===== config.mk =====
export PLATFORM = sky130hd
export DESIGN_NAME = i2c_txn_sequencer_flat
export DESIGN_NICKNAME = d
export VERILOG_FILES = /design/src/rtl/i2c_txn_sequencer_pkg.sv /design/src/rtl/i2c_txn_sequencer_if.sv /design/src/rtl/i2c_txn_sequencer_bit_counter.sv /design/src/rtl/i2c_txn_sequencer.sv /design/src/flat_wrapper.sv
export SDC_FILE = /design/constraint.sdc
export NUM_CORES = 1
export LEC_CHECK = 0
export CAP_MARGIN = 20
export CELL_PAD_IN_SITES_DETAIL_PLACEMENT = 1
export CELL_PAD_IN_SITES_GLOBAL_PLACEMENT = 2
export CORE_AREA = 3 3 53 74
export DETAILED_ROUTE_END_ITERATION = 6
export DIE_AREA = 0 0 56 77
export DONT_BUFFER_PORTS = 1
export PLACE_DENSITY = 0.81
export SYNTH_ARGS = -nofsm -noshare
export SYNTH_HDL_FRONTEND = slang
export SYNTH_HIERARCHICAL = 1
export SYNTH_SLANG_ARGS = --single-unit

===== constraint.sdc =====
create_clock -name i_clk -period 1.8 [get_ports i_clk]
set_input_delay 0.36 -clock i_clk [delete_from_list [all_inputs] [get_ports i_clk]]
set_output_delay 0.36 -clock i_clk [all_outputs]
set_load 0.005 [all_outputs]

===== src/rtl/i2c_txn_sequencer_pkg.sv =====
// Shared definitions for the I2C transaction sequencer: command codes driven
// to the timing generator, sequencer state encoding and field widths.
// Optional macro I2C_SEQ_RESTART_EN adds the repeated-START state.
package i2c_txn_sequencer_pkg;

  localparam int unsigned LEN_W = 4;

  localparam logic [3:0] CMD_IDLE          = 4'b0000;
  localparam logic [3:0] CMD_START         = 4'b0001;
  localparam logic [3:0] CMD_DATA_TRANSFER = 4'b0010;
  localparam logic [3:0] CMD_RESTART       = 4'b0011;
  localparam logic [3:0] CMD_STOP          = 4'b0100;

  // Bit index of the acknowledge slot within a byte
  localparam logic [3:0] ACK_SLOT = 4'd8;

  typedef enum logic [2:0] {
    ST_IDLE,
    ST_START,
    ST_ADDR,
    ST_DATA,
    ST_STOP
`ifdef I2C_SEQ_RESTART_EN
    , ST_RESTART
`endif
  } seq_state_t;

  function automatic logic [3:0] cmd_of(input seq_state_t s);
    logic [3:0] c;
    c = CMD_IDLE;
    case (s)
      ST_START:           c = CMD_START;
      ST_ADDR, ST_DATA:   c = CMD_DATA_TRANSFER;
      ST_STOP:            c = CMD_STOP;
`ifdef I2C_SEQ_RESTART_EN
      ST_RESTART:         c = CMD_RESTART;
`endif
      default:            c = CMD_IDLE;
    endcase
    return c;
  endfunction

endpackage


===== src/rtl/i2c_txn_sequencer_if.sv =====
// Request handshake between the top-level FSM (master) and the sequencer.
interface i2c_txn_sequencer_if;
  logic                                    i_req_valid;
  logic                                    o_req_ready;
  logic                                    i_req_rw;
  logic [6:0]                              i_req_addr;
  logic [i2c_txn_sequencer_pkg::LEN_W-1:0] i_req_len;

  modport master (
    output i_req_valid, i_req_rw, i_req_addr, i_req_len,
    input  o_req_ready
  );

  modport slave (
    input  i_req_valid, i_req_rw, i_req_addr, i_req_len,
    output o_req_ready
  );
endinterface


===== src/rtl/i2c_txn_sequencer_bit_counter.sv =====
// Bit/byte counter for the sequencer: counts SCL periods within a byte,
// flags the end of the ACK slot and counts completed data bytes.
module i2c_bit_counter
  import i2c_txn_sequencer_pkg::*;
(
  input  logic             i_clk,
  input  logic             i_rst,
  input  logic             i_clr,
  input  logic             i_en,
  input  logic             i_is_data,
  input  logic             i_bit_done,
  output logic [3:0]       o_bit_idx,
  output logic [LEN_W-1:0] o_byte_cnt,
  output logic             o_byte_end
);

  assign o_byte_end = i_en && i_bit_done && (o_bit_idx == ACK_SLOT);

  // Advance the bit index per SCL period; wrap after the ACK slot
  always_ff @(posedge i_clk) begin
    if (i_rst || i_clr) begin
      o_bit_idx  <= '0;
      o_byte_cnt <= '0;
    end else if (i_en && i_bit_done) begin
      if (o_byte_end) begin
        o_bit_idx <= '0;
        if (i_is_data) o_byte_cnt <= o_byte_cnt + 1'b1;
      end else begin
        o_bit_idx <= o_bit_idx + 1'b1;
      end
    end
  end

endmodule


===== src/rtl/i2c_txn_sequencer.sv =====
// Transaction-level sequencer for the I2C timing/SCL generator: takes one
// request at a time and walks the generator through START, ADDR, DATA, STOP.
// Optional macro I2C_SEQ_RESTART_EN: a request present at the end of STOP is
// taken immediately as a repeated START instead of returning to IDLE.
module i2c_txn_sequencer
  import i2c_txn_sequencer_pkg::*;
(
  input  logic                i_clk,
  input  logic                i_rst,
  i2c_txn_sequencer_if.slave  req,
  output logic [4:0]          o_cmd_state,
  input  logic                i_t_HD_STA_done,
  input  logic                i_bit_done,
  input  logic                i_ack,
  output logic [3:0]          o_bit_idx,
  output logic [LEN_W-1:0]    o_byte_cnt,
  output logic                o_busy,
  output logic                o_done,
  output logic                o_nack
);

  seq_state_t       state_q, state_d;
  logic             rw_q, rw_d;
  logic [LEN_W-1:0] len_q, len_d;
  logic             nack_flag_q, nack_flag_d;
  logic             done_d, nack_d;
  logic [3:0]       cmd_q;
  logic             ready;
  logic             cnt_clr;
  logic             byte_end;

  i2c_bit_counter u_bit_counter (
    .i_clk      (i_clk),
    .i_rst      (i_rst),
    .i_clr      (cnt_clr),
    .i_en       ((state_q == ST_ADDR) || (state_q == ST_DATA)),
    .i_is_data  (state_q == ST_DATA),
    .i_bit_done (i_bit_done),
    .o_bit_idx  (o_bit_idx),
    .o_byte_cnt (o_byte_cnt),
    .o_byte_end (byte_end)
  );

  // Next-state, request latching and completion reporting
  always_comb begin
    state_d     = state_q;
    rw_d        = rw_q;
    len_d       = len_q;
    nack_flag_d = nack_flag_q;
    done_d      = 1'b0;
    nack_d      = 1'b0;
    ready       = 1'b0;
    cnt_clr     = 1'b0;
    case (state_q)
      ST_IDLE: begin
        ready = 1'b1;
        if (req.i_req_valid) begin
          state_d = ST_START;
          rw_d    = req.i_req_rw;
          len_d   = req.i_req_len;
        end
      end
      ST_START: begin
        if (i_t_HD_STA_done) state_d = ST_ADDR;
      end
      ST_ADDR: begin
        if (byte_end) begin
          if (i_ack) begin
            nack_flag_d = 1'b1;
            state_d     = ST_STOP;
          end else if (len_q == '0) begin
            state_d = ST_STOP;
          end else begin
            state_d = ST_DATA;
          end
        end
      end
      ST_DATA: begin
        if (byte_end) begin
          if (LEN_W'(o_byte_cnt + 1'b1) == len_q) state_d = ST_STOP;
          // On reads the ACK slot is ours to drive, so a high level is not a NACK
          if (!rw_q && i_ack) begin
            nack_flag_d = 1'b1;
            state_d     = ST_STOP;
          end
        end
      end
      ST_STOP: begin
        if (i_bit_done) begin
          cnt_clr     = 1'b1;
          done_d      = 1'b1;
          nack_d      = nack_flag_q;
          nack_flag_d = 1'b0;
          state_d     = ST_IDLE;
`ifdef I2C_SEQ_RESTART_EN
          // Ready is offered only on the STOP-ending strobe so the previous
          // transaction's done/nack report lands on the same edge as accept
          ready = 1'b1;
          if (req.i_req_valid) begin
            state_d = ST_RESTART;
            rw_d    = req.i_req_rw;
            len_d   = req.i_req_len;
          end
`endif
        end
      end
`ifdef I2C_SEQ_RESTART_EN
      ST_RESTART: begin
        if (i_t_HD_STA_done) state_d = ST_ADDR;
      end
`endif
      default: state_d = ST_IDLE;
    endcase
  end

  // State, latched request and registered outputs
  always_ff @(posedge i_clk) begin
    if (i_rst) begin
      state_q     <= ST_IDLE;
      rw_q        <= 1'b0;
      len_q       <= '0;
      nack_flag_q <= 1'b0;
      o_done      <= 1'b0;
      o_nack      <= 1'b0;
      cmd_q       <= CMD_IDLE;
    end else begin
      state_q     <= state_d;
      rw_q        <= rw_d;
      len_q       <= len_d;
      nack_flag_q <= nack_flag_d;
      o_done      <= done_d;
      o_nack      <= nack_d;
      cmd_q       <= cmd_of(state_q);
    end
  end

  assign req.o_req_ready = ready;
  assign o_cmd_state     = {1'b0, cmd_q};
  assign o_busy          = (state_q != ST_IDLE);

endmodule


===== src/flat_wrapper.sv =====
// flat-port wrapper written by rule: the top's interface ports become plain ports
module i2c_txn_sequencer_flat import i2c_txn_sequencer_pkg::*;
  (i_clk, i_rst, o_cmd_state, i_t_HD_STA_done, i_bit_done, i_ack, o_bit_idx, o_byte_cnt, o_busy, o_done, o_nack, req_i_req_valid, req_i_req_rw, req_i_req_addr, req_i_req_len, req_o_req_ready);
  i2c_txn_sequencer_if req_i ();
  input  logic i_clk;
  input  logic i_rst;
  output logic [4:0] o_cmd_state;
  input  logic i_t_HD_STA_done;
  input  logic i_bit_done;
  input  logic i_ack;
  output logic [3:0] o_bit_idx;
  output logic [LEN_W-1:0] o_byte_cnt;
  output logic o_busy;
  output logic o_done;
  output logic o_nack;
  input wire logic [$bits(req_i.i_req_valid)-1:0] req_i_req_valid;
  input wire logic [$bits(req_i.i_req_rw)-1:0] req_i_req_rw;
  input wire logic [$bits(req_i.i_req_addr)-1:0] req_i_req_addr;
  input wire logic [$bits(req_i.i_req_len)-1:0] req_i_req_len;
  output wire logic [$bits(req_i.o_req_ready)-1:0] req_o_req_ready;
  assign req_i.i_req_valid = req_i_req_valid;
  assign req_i.i_req_rw = req_i_req_rw;
  assign req_i.i_req_addr = req_i_req_addr;
  assign req_i.i_req_len = req_i_req_len;
  assign req_o_req_ready = req_i.o_req_ready;
  i2c_txn_sequencer u_core (.i_clk(i_clk), .i_rst(i_rst), .req(req_i), .o_cmd_state(o_cmd_state), .i_t_HD_STA_done(i_t_HD_STA_done), .i_bit_done(i_bit_done), .i_ack(i_ack), .o_bit_idx(o_bit_idx), .o_byte_cnt(o_byte_cnt), .o_busy(o_busy), .o_done(o_done), .o_nack(o_nack));
endmodule

==> results.tsv <==
stage	metric	value	unit
placement	postPlaceCellArea	0.00124	mm²
global_routing	antenna_found_initial	0	
placement	io_buffer_count	0	
status	status	complete, no violations	
die	start_util	0.339	
setup_path	worstSetupPathDepth	8	
clock_network	clk-insertion-delay-late	0.26	ns
synth	yosysMostFrequentCell	dfxtp_1	
global_routing	grt_use_total	0.130	
synth	synth_ff_type	dfxtp_1	
setup_path	max_stage_delay	0.32	ns
sta	rsz0062_at_grt	false	
power_and_ir_drop	p_leak	0.502	nW
drt	viasPerCell	5.28	
sta	clock.fmax	598	MHz
synth	async_reset_ff_frac	0	
clock_network	cts_tree	done	
drt	drtPass1Iterations	4	
sta	min_period	1.67	ns
synth	yosys.area.top_type	dfxtp_1	
sta	final.period_utilization	0.929	
die	core	0.00338	mm²
synth	synth_edf_count	0	
clock_network	cts_setup_buffers	0	
drt	wl_met1	1070	µm
final_layout	nets	158	
sta	hold_violations	0	
final_layout	final_util	0.383	
die	ios	35	
global_routing	grt_max_degree	15	
sta	setup_viol	0	
drt	wl_met2	1400	µm
power_and_ir_drop	ir_drop	0.518	mV
synth	ys_ff_latch	22	
global_routing	grt_pass1_vias	985	
synth	ys_top_cells_by_area	dfxtp_1, mux2i_1, ha_1	
final_layout	fin_area	0.00129	mm²
die	dieArea	0.00431	mm²
sta	fin_tns_setup	0	ns
placement	dp_hpwl	1990	µm
synth	synthDistinctLibCells	40	
clock_network	hold_buffers	0	
final_layout	n_antenna_cell	0	
drt	drt_iter0_markers	11	
clock_network	cts_num_sinks	22	
synth	synth_common_cells	dfxtp_1, nor2_1, a21oi_1	
setup_path	cp_data_arrival_time	1.84	ns
global_routing	grt_pass1_wl	4550	µm
drt	route.detailed.drc	0	
drt	wl_met3	95	µm
synth	syn_area_per_cell	9.08	µm²
sta	skew	0.00144	ns
clock_network	ctsRootBufferMaster	clkbuf_8	
final_layout	layout-drive-gt1-share	0.201	
setup_path	critPathCaptureType	flop	
synth	syn_inst	126	
setup_path	critPathTopFamily	simple AND/OR/NAND/NOR gates	
clock_network	clk_pin_slew	0.08	ns
clock_network	cts.path.max_buffers	2	
sta	slew_violations	0	
drt	vias	919	
job	maxCapViolCount	0	
setup_path	cp_cell_sequence	nand2b_4 -> inv_2 -> nand2_1 -> nor2_1 -> o32a_2 -> o31ai_2 -> or2_1 -> o41ai_2	
global_routing	grt-ovfl-total	0	
synth	ys_seq_area_frac	0.385	
placement	gp_congestion	0.771	
setup_path	critPathKind	flop to flop	
min_path	holdPathStages	1	
drt	postRouteAntennaNets	0	
synth	synth_top_area_frac	0.385	
setup_path	crit_buf_inv	1	
min_path	hold_path.class	input port to flop	
setup_path	crit_required	1.97	ns
setup_path	worstSetupStartpointType	flop	
drt	post_drt_wl_per_cell	14.9	µm
die	fp.dieH	77	µm
die	rows	25	
die	die_w	56	µm
setup_path	cp_max_fo	6	
drt	wirelength	2590	µm
synth	synth_warnings	6	
clock_network	cts-resized-gates	0	
power_and_ir_drop	cellPowerDensity	1050	mW/mm²
sta	holdWs	0.167	ns
synth	netlist_area	0.00114	mm²
drt	top_layer	met4	
setup_path	slowest_stage	dfxtp_1	
clock_network	htree_levels	1	
setup_path	reg2reg_depth	8	
clock_network	cts_buffers	3	
final_layout	area_growth	13.2	%
kinds of logic after synthesis:
kind of cell,share of synthesized area
compound gates,0.156
xor+xnor,0.0460
fa+ha+maj,0.0438
buf+inv,0.0547
flops,0.385
mux,0.0624
other cells,0.00328
simple gates,0.248
through the flow:
step	setup WS [ns]	instances	total power [mW]
after floorplan	0.128	127	0.948
after global placement	0.131	171	1.04
after CTS	0.0527	174	1.36
after detailed placement	0.114	171	1.05
final	0.128	174	1.36
after global routing	0.00634	174	1.47
routing by layer:
metal	vias up	global-route usage
met5	-	0
met4	0	0.0499
met3	2	0.0269
met2	15	0.227
met1	450	0.152
li1	452	-
final cells by class:
cell class / count / area (µm²)
clock buffers: 3 / 41.3
fillers: 403 / 2080
inverters: 7 / 26.3
multi-input cells: 92 / 662
flip-flops and latches: 22 / 440
well taps: 40 / 50.0
repair buffers: 10 / 75.1
power by group:
group / switching (mW) / leakage, nW / internal [mW]
Sequential: 0.0630 / 0.179 / 0.546
Clock: 0.154 / 0.0216 / 0.149
Combinational: 0.235 / 0.302 / 0.217
Total: 0.452 / 0.502 / 0.912
placed cells by master, fill, tap and decap left out, types with 2 or more instances in the layout:
master / count
nor2b_1: 2
and2_1: 5
nand2b_1: 4
xnor2_1: 4
nand3_1: 6
conb_1: 2
dfxtp_1: 22
nor2_1: 10
mux2i_1: 6
nor3_1: 5
a21oi_1: 8
clkbuf_8: 3
o21ai_0: 3
nor4_1: 2
buf_4: 10
nand2_1: 5
ha_1: 3
inv_1: 6
xor2_1: 2
o31ai_1: 3
a41oi_1: 2
or4_1: 2
state kept, by name, summed over array words and instances, names as in the netlist:
signal                           cells
u_core/u_bit_counter/o_bit_idx       4
u_core/u_bit_counter/o_byte_cnt      4
u_core/nack_flag_q                   1
u_core/state_q                       3
u_core/rw_q                          1
u_core/len_q                         4
u_core/o_done                        1
u_core/cmd_q                         3
u_core/o_nack                        1
final timing paths:
| check | from | end | slack (ns) |
|---|---|---|---|
| hold reg to reg | u_core/nack_flag_q | u_core/o_nack | 0.49 |
| hold / removal | i_rst | u_core/cmd_q[1] | 0.17 |
| setup reg to reg | u_core/state_q[2] | u_core/state_q[2] | 0.13 |
| setup / recovery | u_core/state_q[2] | u_core/state_q[2] | 0.13 |
Power figures use the tool's default switching activity.
